File: config.mk
export PLATFORM = sky130hd
export DESIGN_NAME = fpalu_sequencer
export DESIGN_NICKNAME = d
export VERILOG_FILES = /design/src/rtl/fpalu_sequencer.sv
export SDC_FILE = /design/constraint.sdc
export NUM_CORES = 1
export LEC_CHECK = 0
export ABC_CLOCK_PERIOD_IN_PS = 1600
export BUFFER_PORTS_ARGS = -buffer_cell sky130_fd_sc_hd__clkbuf_2
export CAP_MARGIN = 0
export CORE_MARGIN = 2
export CORE_UTILIZATION = 41
export CTS_BUF_LIST = sky130_fd_sc_hd__clkbuf_16
export DETAILED_ROUTE_END_ITERATION = 10
export PLACE_DENSITY = 0.75
export SETUP_SLACK_MARGIN = 0.15
export SLEW_MARGIN = 25
export SYNTH_ARGS = -nofsm -noshare
export SYNTH_HDL_FRONTEND = slang
export SYNTH_SLANG_ARGS = --single-unit
File: constraint.sdc
create_clock -name iclock -period 1.6 [get_ports iclock]
set_input_delay 0.32 -clock iclock [delete_from_list [all_inputs] [get_ports iclock]]
set_output_delay 0.32 -clock iclock [all_outputs]
set_load 0.05 [all_outputs]
File: src/rtl/fpalu_sequencer.sv
// fpalu_sequencer: multicycle issue controller in front of FPALU.
// Latches one FP op, holds it on the FPALU inputs for the op's latency, then captures the result.
// Ports:
//   iclock, irst_n (async, active-low)
//   core side: istart, icontrol, idataa/b, iflush, obusy, odone,
//     oresult and the captured flags onan, ozero, ooverflow, ounderflow, oCompResult
//   FPALU side: ofpa_control, ofpa_dataa/b, ifpa_result and the ifpa_* flags
// Optional macro FPSEQ_STICKY_FLAGS_EN adds ifflags_clr and offlags = {NV,OF,UF}.

package fpalu_sequencer_pkg;
  localparam logic [4:0] FOPADD    = 5'd0;
  localparam logic [4:0] FOPSUB    = 5'd1;
  localparam logic [4:0] FOPMUL    = 5'd2;
  localparam logic [4:0] FOPDIV    = 5'd3;
  localparam logic [4:0] FOPSQRT   = 5'd4;
  localparam logic [4:0] FOPABS    = 5'd5;
  localparam logic [4:0] FOPNEG    = 5'd6;
  localparam logic [4:0] FOPSGNJ   = 5'd7;
  localparam logic [4:0] FOPSGNJN  = 5'd8;
  localparam logic [4:0] FOPSGNJX  = 5'd9;
  localparam logic [4:0] FOPCVTSW  = 5'd10;
  localparam logic [4:0] FOPCVTWS  = 5'd11;
  localparam logic [4:0] FOPCVTSWU = 5'd12;
  localparam logic [4:0] FOPCVTWUS = 5'd13;
  localparam logic [4:0] FOPCEQ    = 5'd14;
  localparam logic [4:0] FOPCLT    = 5'd15;
  localparam logic [4:0] FOPCLE    = 5'd16;
  localparam logic [4:0] FOPMAX    = 5'd17;
  localparam logic [4:0] FOPMIN    = 5'd18;
endpackage

module fpalu_sequencer
  import fpalu_sequencer_pkg::*;
#(
  parameter int LAT_ADDSUB = 7,
  parameter int LAT_MUL    = 5,
  parameter int LAT_DIV    = 6,
  parameter int LAT_SQRT   = 16,
  parameter int LAT_CVT    = 6,
  parameter int LAT_CMP    = 1,
  parameter int LAT_MIN    = 1
) (
  input  logic        iclock,
  input  logic        irst_n,
  input  logic        istart,
  input  logic [4:0]  icontrol,
  input  logic [31:0] idataa,
  input  logic [31:0] idatab,
  input  logic        iflush,
`ifdef FPSEQ_STICKY_FLAGS_EN
  input  logic        ifflags_clr,
  output logic [2:0]  offlags,
`endif
  output logic        obusy,
  output logic        odone,
  output logic [31:0] oresult,
  output logic        onan,
  output logic        ozero,
  output logic        ooverflow,
  output logic        ounderflow,
  output logic        oCompResult,
  output logic [4:0]  ofpa_control,
  output logic [31:0] ofpa_dataa,
  output logic [31:0] ofpa_datab,
  input  logic [31:0] ifpa_result,
  input  logic        ifpa_nan,
  input  logic        ifpa_zero,
  input  logic        ifpa_overflow,
  input  logic        ifpa_underflow,
  input  logic        ifpa_comp
);

  function automatic int imax(int a, int b);
    return (a > b) ? a : b;
  endfunction

  localparam int LAT_MAX =
    imax(imax(imax(LAT_ADDSUB, LAT_MUL),
              imax(LAT_DIV, LAT_SQRT)),
         imax(imax(LAT_CVT, LAT_CMP), LAT_MIN));
  localparam int CW = $clog2(LAT_MAX) + 1;

  if (LAT_ADDSUB < 1 || LAT_MUL < 1 ||
      LAT_DIV < 1 || LAT_SQRT < 1 ||
      LAT_CVT < 1 || LAT_CMP < 1 ||
      LAT_MIN < 1) begin : g_lat_chk
    $error("fpalu_sequencer: LAT_* must be >= 1");
  end

  typedef enum logic {
    S_IDLE,
    S_WAIT
  } state_e;

  state_e        state_q;
  logic [CW-1:0] cnt_q;
  logic [CW-1:0] lat_m1_d;
  logic          done_q;
  logic [31:0]   res_q;
  logic [4:0]    flg_q;
  logic [4:0]    ctl_q;
  logic [31:0]   a_q;
  logic [31:0]   b_q;
  logic          accept;
  logic          capture;

  logic op_addsub, op_mul, op_div, op_sqrt;
  logic op_cvt, op_cmp;

  assign op_addsub = (icontrol == FOPADD) ||
                     (icontrol == FOPSUB);
  assign op_mul    = (icontrol == FOPMUL);
  assign op_div    = (icontrol == FOPDIV);
  assign op_sqrt   = (icontrol == FOPSQRT);
  assign op_cvt    = (icontrol == FOPCVTSW)  ||
                     (icontrol == FOPCVTWS)  ||
                     (icontrol == FOPCVTSWU) ||
                     (icontrol == FOPCVTWUS);
  assign op_cmp    = (icontrol == FOPCEQ) ||
                     (icontrol == FOPCLT) ||
                     (icontrol == FOPCLE) ||
                     (icontrol == FOPMAX) ||
                     (icontrol == FOPMIN);

  // Counter is preloaded with LAT-1 so a zero count means
  // the FPALU output is valid at this edge.
  always_comb begin
    lat_m1_d = CW'(LAT_MIN - 1);
    unique case (1'b1)
      op_addsub: lat_m1_d = CW'(LAT_ADDSUB - 1);
      op_mul:    lat_m1_d = CW'(LAT_MUL - 1);
      op_div:    lat_m1_d = CW'(LAT_DIV - 1);
      op_sqrt:   lat_m1_d = CW'(LAT_SQRT - 1);
      op_cvt:    lat_m1_d = CW'(LAT_CVT - 1);
      op_cmp:    lat_m1_d = CW'(LAT_CMP - 1);
      default: ;
    endcase
  end

  assign accept  = (state_q == S_IDLE) &&
                   istart && !iflush;
  // Flush on the capture edge wins.
  assign capture = (state_q == S_WAIT) &&
                   !iflush && (cnt_q == '0);

  always_ff @(posedge iclock or negedge irst_n) begin
    if (!irst_n) begin
      state_q <= S_IDLE;
      cnt_q   <= '0;
      done_q  <= 1'b0;
      res_q   <= '0;
      flg_q   <= '0;
      ctl_q   <= FOPADD;
      a_q     <= '0;
      b_q     <= '0;
    end else begin
      done_q <= 1'b0;
      unique case (state_q)
        S_IDLE: begin
          if (accept) begin
            ctl_q   <= icontrol;
            a_q     <= idataa;
            b_q     <= idatab;
            cnt_q   <= lat_m1_d;
            state_q <= S_WAIT;
          end
        end
        S_WAIT: begin
          if (iflush) begin
            state_q <= S_IDLE;
          end else if (capture) begin
            res_q   <= ifpa_result;
            flg_q   <= {ifpa_nan, ifpa_zero,
                        ifpa_overflow,
                        ifpa_underflow, ifpa_comp};
            done_q  <= 1'b1;
            state_q <= S_IDLE;
          end else begin
            cnt_q <= cnt_q - CW'(1);
          end
        end
      endcase
    end
  end

`ifdef FPSEQ_STICKY_FLAGS_EN
  logic [2:0] sticky_q;
  logic [2:0] new_flg;

  assign new_flg = {ifpa_nan, ifpa_overflow,
                    ifpa_underflow};

  // A clear coinciding with a capture keeps only
  // the flags of the op being captured.
  always_ff @(posedge iclock or negedge irst_n) begin
    if (!irst_n) begin
      sticky_q <= '0;
    end else if (ifflags_clr) begin
      sticky_q <= capture ? new_flg : 3'b000;
    end else if (capture) begin
      sticky_q <= sticky_q | new_flg;
    end
  end

  assign offlags = sticky_q;
`endif

  assign obusy        = (state_q == S_WAIT);
  assign odone        = done_q;
  assign oresult      = res_q;
  assign onan         = flg_q[4];
  assign ozero        = flg_q[3];
  assign ooverflow    = flg_q[2];
  assign ounderflow   = flg_q[1];
  assign oCompResult  = flg_q[0];
  assign ofpa_control = ctl_q;
  assign ofpa_dataa   = a_q;
  assign ofpa_datab   = b_q;

endmodule

==> flow_metrics.tcl <==
set metrics [dict create \
    result_of_the_run "complete, but fails checks" \
    violations "negative setup slack" \
    die_h_um 109 \
    setup_viol 15 \
    drc 0 \
    post_synth.cell_area_avg_um2 15.9 \
    depth_of_the_cts_h_tree 4 \
    pwr_density_cell_nw_per_um2 2020 \
    synthCells 281 \
    critical-path-slowest-cell "sky130_fd_sc_hd__dfrtp_1" \
    startpoint_type "register" \
    global_route_wire_length_before_repair_um 15800 \
    numPortBuffers 217 \
    worst_margin_slew_ns 0.499 \
    cp_slowest_stage_delay_ns 0.39 \
    cts.reportedPaths.clkPinSlew_ns 0.06 \
    floorplan.die_area_um2 11800 \
    tritoncts_num_sinks 113 \
    final_common_cell "sky130_fd_sc_hd__clkbuf_2" \
    finish.instance_area_um2 7080 \
    count_of_standard_cell_rows 38 \
    place_congestion 0.810 \
    vdd.ir_drop.worst_mv 1.18 \
    cp-end-kind "register" \
    crit_type "register to register" \
    post-layout-total-power_mw 14.3 \
    syn_nets 393 \
    yosysWarningCount 0 \
    final.setup.worst_slack_ns -0.0110 \
    clk_path_buf_depth 2 \
    clockRootBuffer "sky130_fd_sc_hd__clkbuf_16" \
    slew_violations 0 \
    drtIter0Drc 107 \
    tritoncts.num_buffers 17 \
    insertedDiodeCount 0 \
    fp.coreArea_um2 10700 \
    unrepaired_setup_endpoints_after_global_routing "yes" \
    clock_latency_ns 0.39 \
    first_global_vias 3286 \
    dr.pass1.iters 4 \
    drv_cap 0 \
    power.static_leakage_nw 3.70 \
    layout.cells.most_common_list "sky130_fd_sc_hd__clkbuf_2 (215), sky130_fd_sc_hd__dfrtp_1 (112), sky130_fd_sc_hd__mux2_4 (83)" \
    detailroute.via_count 3310 \
    ys_seq_area_share_pct 63.1 \
    detailed_placement_hpwl_um 7750 \
    max_freq_mhz 621 \
    viasPerCell 4.78 \
    critPathBufInv 2 \
    finalHoldViolCount 0 \
    critical_path.top_delay_family "flip-flops" \
    hold_path.class "primary input to register" \
    ys_ff_latch 113 \
    wirelength_um 11800 \
    count_of_boundary_i_o_pins 218 \
    grt_use_total_pct 17.7 \
    dieWidth_um 109 \
    final_worst_clock_skew_ns 0.00416 \
    final_net_count 652 \
    globalRoute.totalOverflow 0 \
    routedWlPerCell_um 17.1 \
    initial_utilization_pct 41.7 \
    max_slew_margin_pct 65.9 \
    grt_antenna_before_repair 0 \
    syn_area_um2 4480 \
    period_minus_slack_ns 1.61 \
    finalCritPeriodShare_pct 101 \
    synth.lib_cells_used.distinct 30 \
    cp.arrival_ns 1.89 \
    synthToLayoutAreaGrowth_pct 58.1 \
    placed_area_um2 5830 \
    grt_max_degree 41 \
    cell_by_cell_trace_of_the_critical_path "inv_2 > ha_4 > nor4b_4 > nand3_2 > buf_12 > mux2_4" \
    cts_tree "built" \
    fraction_of_layout_instances_using_a_drive_strength_above_1_pct 72.3 \
    ant_nets 0 \
    critical_path_required_ns 1.88 \
    timing.critical_path.fanout_max 38 \
    layout.filler_cells 784 \
]
==> layout make-up <==
cell class | instances | area [µm²] | share of cell area [%]
clock inverters | 15 | 169 | 2.39
multi-input cells | 150 | 1860 | 26.3
flip-flops and latches | 113 | 2830 | 39.9
clock buffers | 17 | 425 | 6.01
repair buffers | 251 | 1590 | 22.5
well taps | 140 | 175 | 2.47
inverters | 7 | 26.3 | 0.371
==> Yosys cell counts <==
library cell | n | area share, %
sky130_fd_sc_hd__nand2_1 | 3 | 0.25
sky130_fd_sc_hd__nor4b_1 | 1 | 0.20
sky130_fd_sc_hd__nor2_1 | 4 | 0.34
sky130_fd_sc_hd__nand2b_1 | 2 | 0.28
sky130_fd_sc_hd__or3_1 | 1 | 0.14
sky130_fd_sc_hd__buf_2 | 8 | 0.89
sky130_fd_sc_hd__a21oi_1 | 8 | 0.89
sky130_fd_sc_hd__nor2b_1 | 1 | 0.14
sky130_fd_sc_hd__mux2_2 | 86 | 22
sky130_fd_sc_hd__mux2_4 | 19 | 6.4
sky130_fd_sc_hd__o32a_1 | 1 | 0.22
sky130_fd_sc_hd__dfrtp_1 | 113 | 63
sky130_fd_sc_hd__nor4_1 | 2 | 0.28
sky130_fd_sc_hd__a2111oi_0 | 1 | 0.20
sky130_fd_sc_hd__ha_1 | 2 | 0.56
sky130_fd_sc_hd__xnor2_1 | 1 | 0.20
sky130_fd_sc_hd__nor4b_4 | 1 | 0.53
sky130_fd_sc_hd__or4_1 | 1 | 0.17
sky130_fd_sc_hd__o21bai_1 | 1 | 0.17
sky130_fd_sc_hd__and2_1 | 1 | 0.14
sky130_fd_sc_hd__nand3_1 | 1 | 0.11
sky130_fd_sc_hd__and3_1 | 1 | 0.14
sky130_fd_sc_hd__nor3b_1 | 1 | 0.17
sky130_fd_sc_hd__nand3_2 | 1 | 0.22
sky130_fd_sc_hd__nor3_1 | 2 | 0.22
sky130_fd_sc_hd__buf_6 | 3 | 0.75
sky130_fd_sc_hd__o21ai_0 | 6 | 0.67
sky130_fd_sc_hd__inv_1 | 7 | 0.59
sky130_fd_sc_hd__o311ai_0 | 1 | 0.20
sky130_fd_sc_hd__a2bb2oi_1 | 1 | 0.20
==> per-layer routing <==
layer	vias to the layer above	GRT usage (%)	part of all wire [%]
met4	0	6.32	1.0
met5	-	0	0
li1	1521	-	-
met2	132	30.9	53
met1	1644	20.0	39
met3	13	6.39	6.8
==> cell families after synthesis <==
kind of cell | count (synthesis) | share of synthesized area, %
AO/OA/AOI/OAI | 19 | 2.54
AND/OR/NAND/NOR | 23 | 3.33
flip-flops | 113 | 63.1
adder cells (fa/ha/maj) | 2 | 0.559
XOR/XNOR | 1 | 0.196
buffers and inverters | 18 | 2.24
multiplexers | 105 | 28.0
==> sequential cells by signal (all words and copies together), names as in the netlist <==
name and count:
cnt_q 5, flg_q 5, obusy 1, odone 1, ofpa_control 5, ofpa_dataa 32
ofpa_datab 32, oresult 32
==> what timing repair did <==
item / 4_1_cts / 5_1_grt
setup endpoints to repair: 40 / 105
pin swaps: 6 / 9
resized for setup: 16 / 76
buffers inserted: 3 / 10
hold buffers: 1 / 0
hold endpoints to repair: 21 / 0
cloned: 0 / 7
==> worst paths after layout <==
check / cells past startpoint / startpoint / slack, ns / to
worst max register to register: 6 / cnt_q[0]$_DFFE_PN0P_ / -0.01 / oresult[20]$_DFFE_PN0P_
worst max-delay path: 6 / cnt_q[0]$_DFFE_PN0P_ / -0.01 / oresult[20]$_DFFE_PN0P_
max in group asynchronous: 3 / irst_n / 0.66 / oresult[27]$_DFFE_PN0P_
min in group asynchronous: 2 / irst_n / 0.37 / oresult[15]$_DFFE_PN0P_
worst min-delay path: 2 / ifpa_result[18] / 0.15 / oresult[18]$_DFFE_PN0P_
worst min register to register: 2 / ofpa_control[1]$_DFFE_PN0P_ / 0.50 / ofpa_control[1]$_DFFE_PN0P_
==> power by group <==
part	switching, mW	internal (mW)
Combinational	4.15	2.12
Sequential	0.538	3.75
Clock	1.32	2.43
Total	6.00	8.31
==> metrics by stage <==
step	worst slack (ns)	hold WS [ns]	setup TNS, ns	instances	utilization (%)
final	-0.0110	0.154	-0.0838	693	65.9
after global routing	-0.0653	0.132	-1.55	693	65.9
after CTS	-0.00450	0.135	-0.00450	676	60.7
after detailed placement	-0.0355	0.247	-0.551	640	54.3
after global placement	0.00968	0.248	0	640	54.3
after floorplan	-0.168	0.0244	-3.57	281	-
(Power assumes the default switching activity.)
